--- src/rtl/fifo_skew_ctrl_if.sv ---
// Handshake and FIFO-bank control bundle between the skew controller, its source and the row FIFOs.
interface fifo_skew_ctrl_if #(
  parameter int ROWS = 4
);
  logic            src_valid;
  logic            src_ready;
  logic            stall_in;
  logic            shift_en;
  logic            fifo_stall;
  logic [ROWS-1:0] row_load;
  logic [ROWS-1:0] out_valid;

  modport master (
    input  src_valid, stall_in,
    output src_ready, shift_en, fifo_stall, row_load, out_valid
  );

  modport slave (
    output src_valid, stall_in,
    input  src_ready, shift_en, fifo_stall, row_load, out_valid
  );
endinterface

--- src/rtl/fifo_skew_ctrl.sv ---
// Sequencer for a bank of skewed shift-register FIFOs feeding a systolic array row:
// shared shift enable, per-row load/valid windows delayed by one beat per row, then flush and done.
module fifo_skew_ctrl #(
  parameter int ROWS  = 4,
  parameter int DEPTH = 4,
  parameter int LEN_W = 8
) (
  input  logic             clk,
  input  logic             rst,
  input  logic             start,
  input  logic [LEN_W-1:0] len,
  input  logic             abort,
  fifo_skew_ctrl_if.master bus,
  output logic             busy,
  output logic             done
);

  typedef enum logic [1:0] {IDLE, FEED, FLUSH, DONE} state_t;

  state_t           state;
  state_t           state_nxt;
  logic [LEN_W-1:0] len_q;
  logic [LEN_W:0]   beat;
  logic [LEN_W:0]   len_ext;
  logic [LEN_W:0]   feed_last;
  logic [LEN_W:0]   flush_last;
  logic             advance;
  logic             take_start;

  // One extra bit keeps every window bound and beat count free of wrap-around.
  assign len_ext    = {1'b0, len_q};
  assign feed_last  = len_ext - (LEN_W+1)'(1);
  assign flush_last = len_ext + (LEN_W+1)'(ROWS + DEPTH - 2);

  assign advance    = ((state == FEED) && bus.src_valid && !bus.stall_in) ||
                      ((state == FLUSH) && !bus.stall_in);
  assign take_start = (state == IDLE) && start && !abort;

  always_ff @(posedge clk or negedge rst) begin
    if (!rst) begin
      state <= IDLE;
    end else begin
      state <= state_nxt;
    end
  end

  always_ff @(posedge clk or negedge rst) begin
    if (!rst) begin
      len_q <= '0;
      beat  <= '0;
    end else begin
      if (take_start && (len != '0)) begin
        len_q <= len;
      end
      if (abort || take_start) begin
        beat <= '0;
      end else if (advance) begin
        beat <= beat + (LEN_W+1)'(1);
      end
    end
  end

  always_comb begin
    state_nxt = state;
    if (abort) begin
      state_nxt = IDLE;
    end else begin
      case (state)
        IDLE:    if (start) state_nxt = (len == '0) ? DONE : FEED;
        FEED:    if (advance && (beat == feed_last)) state_nxt = FLUSH;
        FLUSH:   if (advance && (beat == flush_last)) state_nxt = DONE;
        DONE:    state_nxt = IDLE;
        default: state_nxt = IDLE;
      endcase
    end
  end

  always_comb begin
    busy           = (state != IDLE);
    done           = (state == DONE);
    bus.src_ready  = (state == FEED) && !bus.stall_in;
    bus.shift_en   = advance;
    bus.fifo_stall = busy && !advance;
  end

  // Row r sees the tile r beats late at its input and DEPTH+r beats late at its output.
  for (genvar r = 0; r < ROWS; r++) begin : g_row
    localparam logic [LEN_W:0] LOAD_LO  = (LEN_W+1)'(r);
    localparam logic [LEN_W:0] VALID_LO = (LEN_W+1)'(r + DEPTH);

    logic load_ok;
    logic valid_ok;

    if (r == 0) begin : g_load_first
      assign load_ok = (beat < len_ext);
    end else begin : g_load_skew
      assign load_ok = (beat >= LOAD_LO) && (beat < len_ext + LOAD_LO);
    end

    if (r + DEPTH == 0) begin : g_valid_first
      assign valid_ok = (beat < len_ext);
    end else begin : g_valid_skew
      assign valid_ok = (beat >= VALID_LO) && (beat < len_ext + VALID_LO);
    end

    assign bus.row_load[r]  = advance && load_ok;
    assign bus.out_valid[r] = advance && valid_ok;
  end

endmodule

--- src/flat_wrapper.sv ---
// flat-port wrapper written by rule: the top's interface ports become plain ports
module fifo_skew_ctrl_flat 
#(
  parameter int ROWS  = 4,
  parameter int DEPTH = 4,
  parameter int LEN_W = 8
)
  (clk, rst, start, len, abort, busy, done, bus_src_valid, bus_stall_in, bus_src_ready, bus_shift_en, bus_fifo_stall, bus_row_load, bus_out_valid);
  fifo_skew_ctrl_if #(.ROWS(ROWS)) bus_i ();
  input  logic clk;
  input  logic rst;
  input  logic start;
  input  logic [LEN_W-1:0] len;
  input  logic abort;
  output logic busy;
  output logic done;
  input wire logic [$bits(bus_i.src_valid)-1:0] bus_src_valid;
  input wire logic [$bits(bus_i.stall_in)-1:0] bus_stall_in;
  output wire logic [$bits(bus_i.src_ready)-1:0] bus_src_ready;
  output wire logic [$bits(bus_i.shift_en)-1:0] bus_shift_en;
  output wire logic [$bits(bus_i.fifo_stall)-1:0] bus_fifo_stall;
  output wire logic [$bits(bus_i.row_load)-1:0] bus_row_load;
  output wire logic [$bits(bus_i.out_valid)-1:0] bus_out_valid;
  assign bus_i.src_valid = bus_src_valid;
  assign bus_i.stall_in = bus_stall_in;
  assign bus_src_ready = bus_i.src_ready;
  assign bus_shift_en = bus_i.shift_en;
  assign bus_fifo_stall = bus_i.fifo_stall;
  assign bus_row_load = bus_i.row_load;
  assign bus_out_valid = bus_i.out_valid;
  fifo_skew_ctrl #(.ROWS(ROWS), .DEPTH(DEPTH), .LEN_W(LEN_W)) u_core (.clk(clk), .rst(rst), .start(start), .len(len), .abort(abort), .bus(bus_i), .busy(busy), .done(done));
endmodule
--- config.mk ---
export PLATFORM = sky130hd
export DESIGN_NAME = fifo_skew_ctrl_flat
export DESIGN_NICKNAME = d
export VERILOG_FILES = /design/src/rtl/fifo_skew_ctrl_if.sv /design/src/rtl/fifo_skew_ctrl.sv /design/src/flat_wrapper.sv
export SDC_FILE = /design/constraint.sdc
export NUM_CORES = 1
export LEC_CHECK = 0
export CORE_MARGIN = 3
export CORE_UTILIZATION = 54
export CTS_CLUSTER_DIAMETER = 50
export DETAILED_ROUTE_END_ITERATION = 8
export PLACE_DENSITY = 0.81
export SETUP_SLACK_MARGIN = 0.5
export SLEW_MARGIN = 15
export SYNTH_ARGS = -nofsm -noshare
export SYNTH_HDL_FRONTEND = slang
export SYNTH_SLANG_ARGS = --single-unit
--- constraint.sdc ---
create_clock -name clk -period 3.1 [get_ports clk]
set_clock_uncertainty 0.15 [all_clocks]
set_input_delay 0.62 -clock clk [delete_from_list [all_inputs] [get_ports clk]]
set_output_delay 0.62 -clock clk [all_outputs]
set_load 0.03 [all_outputs]
==> metrics <==
outcome finished, violations left; violations in the final reports setup timing; dominant combinational cell family by area after synthesis adder cells; crit-path max cell delay 0.37 ns; overflow left after global routing 0; area of the die 6940 um2; cell repeated most along the worst path buf_4; post-synthesis instance area 3230 um2; gr usage total 31.4%; area taken by flip-flops and latches 485 um2; IR drop worst, VDD 0.646 mV; post-synth top area cell ha_1; unrepaired setup endpoints after global routing true; Final #Nets 579; required time of the critical path 2.33 ns; tightest hold margin 0.493 ns; FMAX 291 MHz; final setup fails 7; total power draw 4.15 mW; crit-path cells buf_4 -> nand4_1 -> nor2_1 -> xnor2_1 -> ha_1 -> nor2b_1 -> o21ai_1 -> nand2_1 -> nor4_4 -> buf_4; Starting Density 57.2%; Warnings, synthesis 0; post-synthesis mux area share 0.310%; Post-Route Utilization 81.2%; initial antenna violation count 0; reg2reg path depth 13; fraction of final layout cells sized beyond drive strength 1 33.8%; setup slack after placement -0.0366 ns; wire length reported by the detailed router 12000 um; detailed-routing iteration count for the pre-antenna-repair pass 5; worst-case setup margin in the final layout -0.335 ns; count of standard-cell rows 27; slowest CP cell dfrtp_1; Synth area leaders ha_1, dfrtp_1, xnor2_1; synthesized netlist net count 488; critical path type reg2out; number of buffers added by the clock tree synthesis step 3; number of logic stages on the critical path including buffering 10; TritonCTS clock tree built; startpoint of the most critical setup path u_core.len_q[4]; Routed WL per cell 21.5 um; via count of the routed design 3543; part of the cycle the worst path needs 111%; number of placed instances, taps included 516; H-Tree Level Count 1; register bit total from synthesis 19; top cell family by delay on the critical path simple AND/OR/NAND/NOR gates; area fraction of the dominant cell type after synthesis 30.6%; final count of pins violating max slew 0; adder-cell area share of the yosys netlist 30.6%; startpoint of the worst register-to-register path u_core.len_q[2]; Post-Place Cell Area 3870 um2; num ports 27; global-route wire length before repair 17700 um; HPWL after DPL 7700 um; termination of the worst setup path bus_out_valid[2]; Reg-to-Reg End u_core.state[1]; fill cell instance count of the final layout 302; top fanout value on the critical path 5; die boundary width 83.3 um; Final Instance Area 4580 um2; RePlAce Congestion 1.05; Sum Neg Setup Slack -1.65 ns; Final Hold Vio Count 0; buffers plus inverters on the worst setup path 2; Max Root-Sink Buffers 2; input/output buffers 26; post-detailed-route via-to-cell ratio 6.36; number of design-rule violations left by the first detailed-router iteration 293; worst-case headroom to the max-slew limit 37.3%; synthesized area per cell 8.17 um2; fraction of the mapped netlist area in simple logic gates 19.5%; arrival time at the worst endpoint 2.67 ns; worst slew pin tran 0.938 ns; root buffer cell clkbuf_8; number of max-cap violations 0; endpoint class of the critical path output port; antenna viol nets, final 0; synthesized-area fraction occupied by ao, oa, aoi and oai cells 16.8%; post-synthesis sequential area ratio 14.7%; nature of the critical path startpoint flop; diode count 0; overall die height 83.3 um; xor/xnor share of the synthesized area 13.6%; count of placed standard cells in the final layout, fillers left out 557; clock transition at the registers of the reported paths 0.09 ns; power density relative to cell area 906 nW/um2; DRC violations left 0; reg-to-reg setup timing slack 0.07 ns; largest net degree at the start of global routing 20; CTS sink count 19; number of buffers inserted for hold repair after clock tree synthesis 0; core region area 5640 um2; leakage power total 2.11 nW; Multi-input gate area 3030 um2; synthesis-to-finish area growth 41.9%; count of distinct cell types in the synthesized netlist 42; number of instances in the synthesized netlist 395; classification of the worst-slack hold path reg2reg; minimum clock period after layout 3.44 ns; via count of the first global-routing pass 3540; clock insertion delay at the later pin of the skew report 0.28 ns
layout make-up:
| class | count | area share (%) |
|---|---|---|
| multi-input cells | 340 | 66.0 |
| well taps | 72 | 1.97 |
| repair buffers | 97 | 17.8 |
| inverters | 25 | 2.49 |
| clock inverters | 1 | 0.164 |
| clock buffers | 3 | 0.901 |
| flip-flops and latches | 19 | 10.6 |
cells in the mapped netlist:
library cell and count:
xnor2_1 40, inv_2 2, a2111o_1 1, a31oi_1 2, nand2_1 27, nand2b_1 4, o31a_1 1, mux2i_1 1
nand4_1 12, or4_4 1, ha_1 79, and4bb_1 1, a21oi_1 27, nor3b_1 2, buf_6 1, inv_1 22
nor2b_1 11, nor4_1 3, and2_1 2, o41ai_1 2, o2111a_1 1, o21a_1 1, o21ai_0 24, buf_2 2
o21bai_1 2, o31ai_4 1, clkinv_1 1, a311oi_1 2, dfrtp_1 19, clkbuf_1 5, nand4b_1 1, o211a_1 3
xor2_1 10, a21o_1 15, nor2_1 33, or4_1 3, nor3_1 7, buf_1 3, nand3_1 12, a211oi_1 3
or2_1 1, or3_1 5
flip-flops by register name, indices dropped and copies added (netlist names):
name / flops
u_core.len_q: 8
u_core.beat: 9
u_core.state: 2
where the power goes:
| group | switching [mW] | leakage (nW) | internal [mW] |
|---|---|---|---|
| Combinational | 1.87 | 1.85 | 1.65 |
| Sequential | 0.110 | 0.240 | 0.322 |
| Clock | 0.108 | 0.0217 | 0.0915 |
| Total | 2.09 | 2.11 | 2.06 |
layer usage:
metal | global-route usage [%] | share of wire, % | up-vias
met3 | 5.26 | 8.8 | 63
met2 | 53.2 | 46 | 226
met5 | 0 | 0 | -
met1 | 39.4 | 39 | 1677
met4 | 12.8 | 5.6 | 0
li1 | - | - | 1577
what timing repair did:
action                                  in CTS  in global routing
pin swaps                                   16                 20
hold endpoints to repair                     0                  0
gates resized for setup                     67                 32
setup buffers                               21                 16
endpoints found under the setup margin      14                 14
worst min path at each step:
stage	startpoint	cells past startpoint	endpoint
after floorplan	rst	0	u_core.beat[0]
after global placement	u_core.state[1]	2	u_core.state[1]
after detailed placement	u_core.state[1]	2	u_core.state[1]
after CTS	u_core.state[1]	2	u_core.state[1]
after global routing	u_core.state[1]	2	u_core.state[1]
final	u_core.state[1]	2	u_core.state[1]
placed cells by master, fill, tap and decap left out, types with 4 or more instances in the layout:
cell type,Yosys,layout
xnor2_1,40,37
dfrtp_2,0,8
nand4_1,12,12
xor2_1,10,8
o21ai_1,0,10
ha_4,0,13
buf_4,0,67
a21oi_2,0,12
inv_2,2,7
nor2_1,33,29
inv_1,22,14
ha_1,79,63
nor2b_1,11,8
a21o_1,15,15
or3_1,5,4
o21ai_0,24,13
nand3_1,12,11
buf_6,1,13
nor3_1,7,7
nand2_1,27,26
clkdlybuf4s50_1,0,12
a21oi_1,27,12
nand2b_1,4,4
dfrtp_1,19,11
cells by family (layout without fill, tap and decap cells):
family / count (synthesis) / count (layout)
and+or+nand+nor: 125 / 125
AOI/OAI and AO/OA: 85 / 85
adders and majority gates: 79 / 79
xor gates and xnor gates: 50 / 50
buffers and inverters: 36 / 126
DFF: 19 / 19
muxes: 1 / 1
tightest hold or removal path, stage by stage (launching register included):
cell and delay, ns:
dfrtp_2 0.44, a21oi_1 0.12, a311oi_1 0.05
Power figures use the tool's default switching activity.
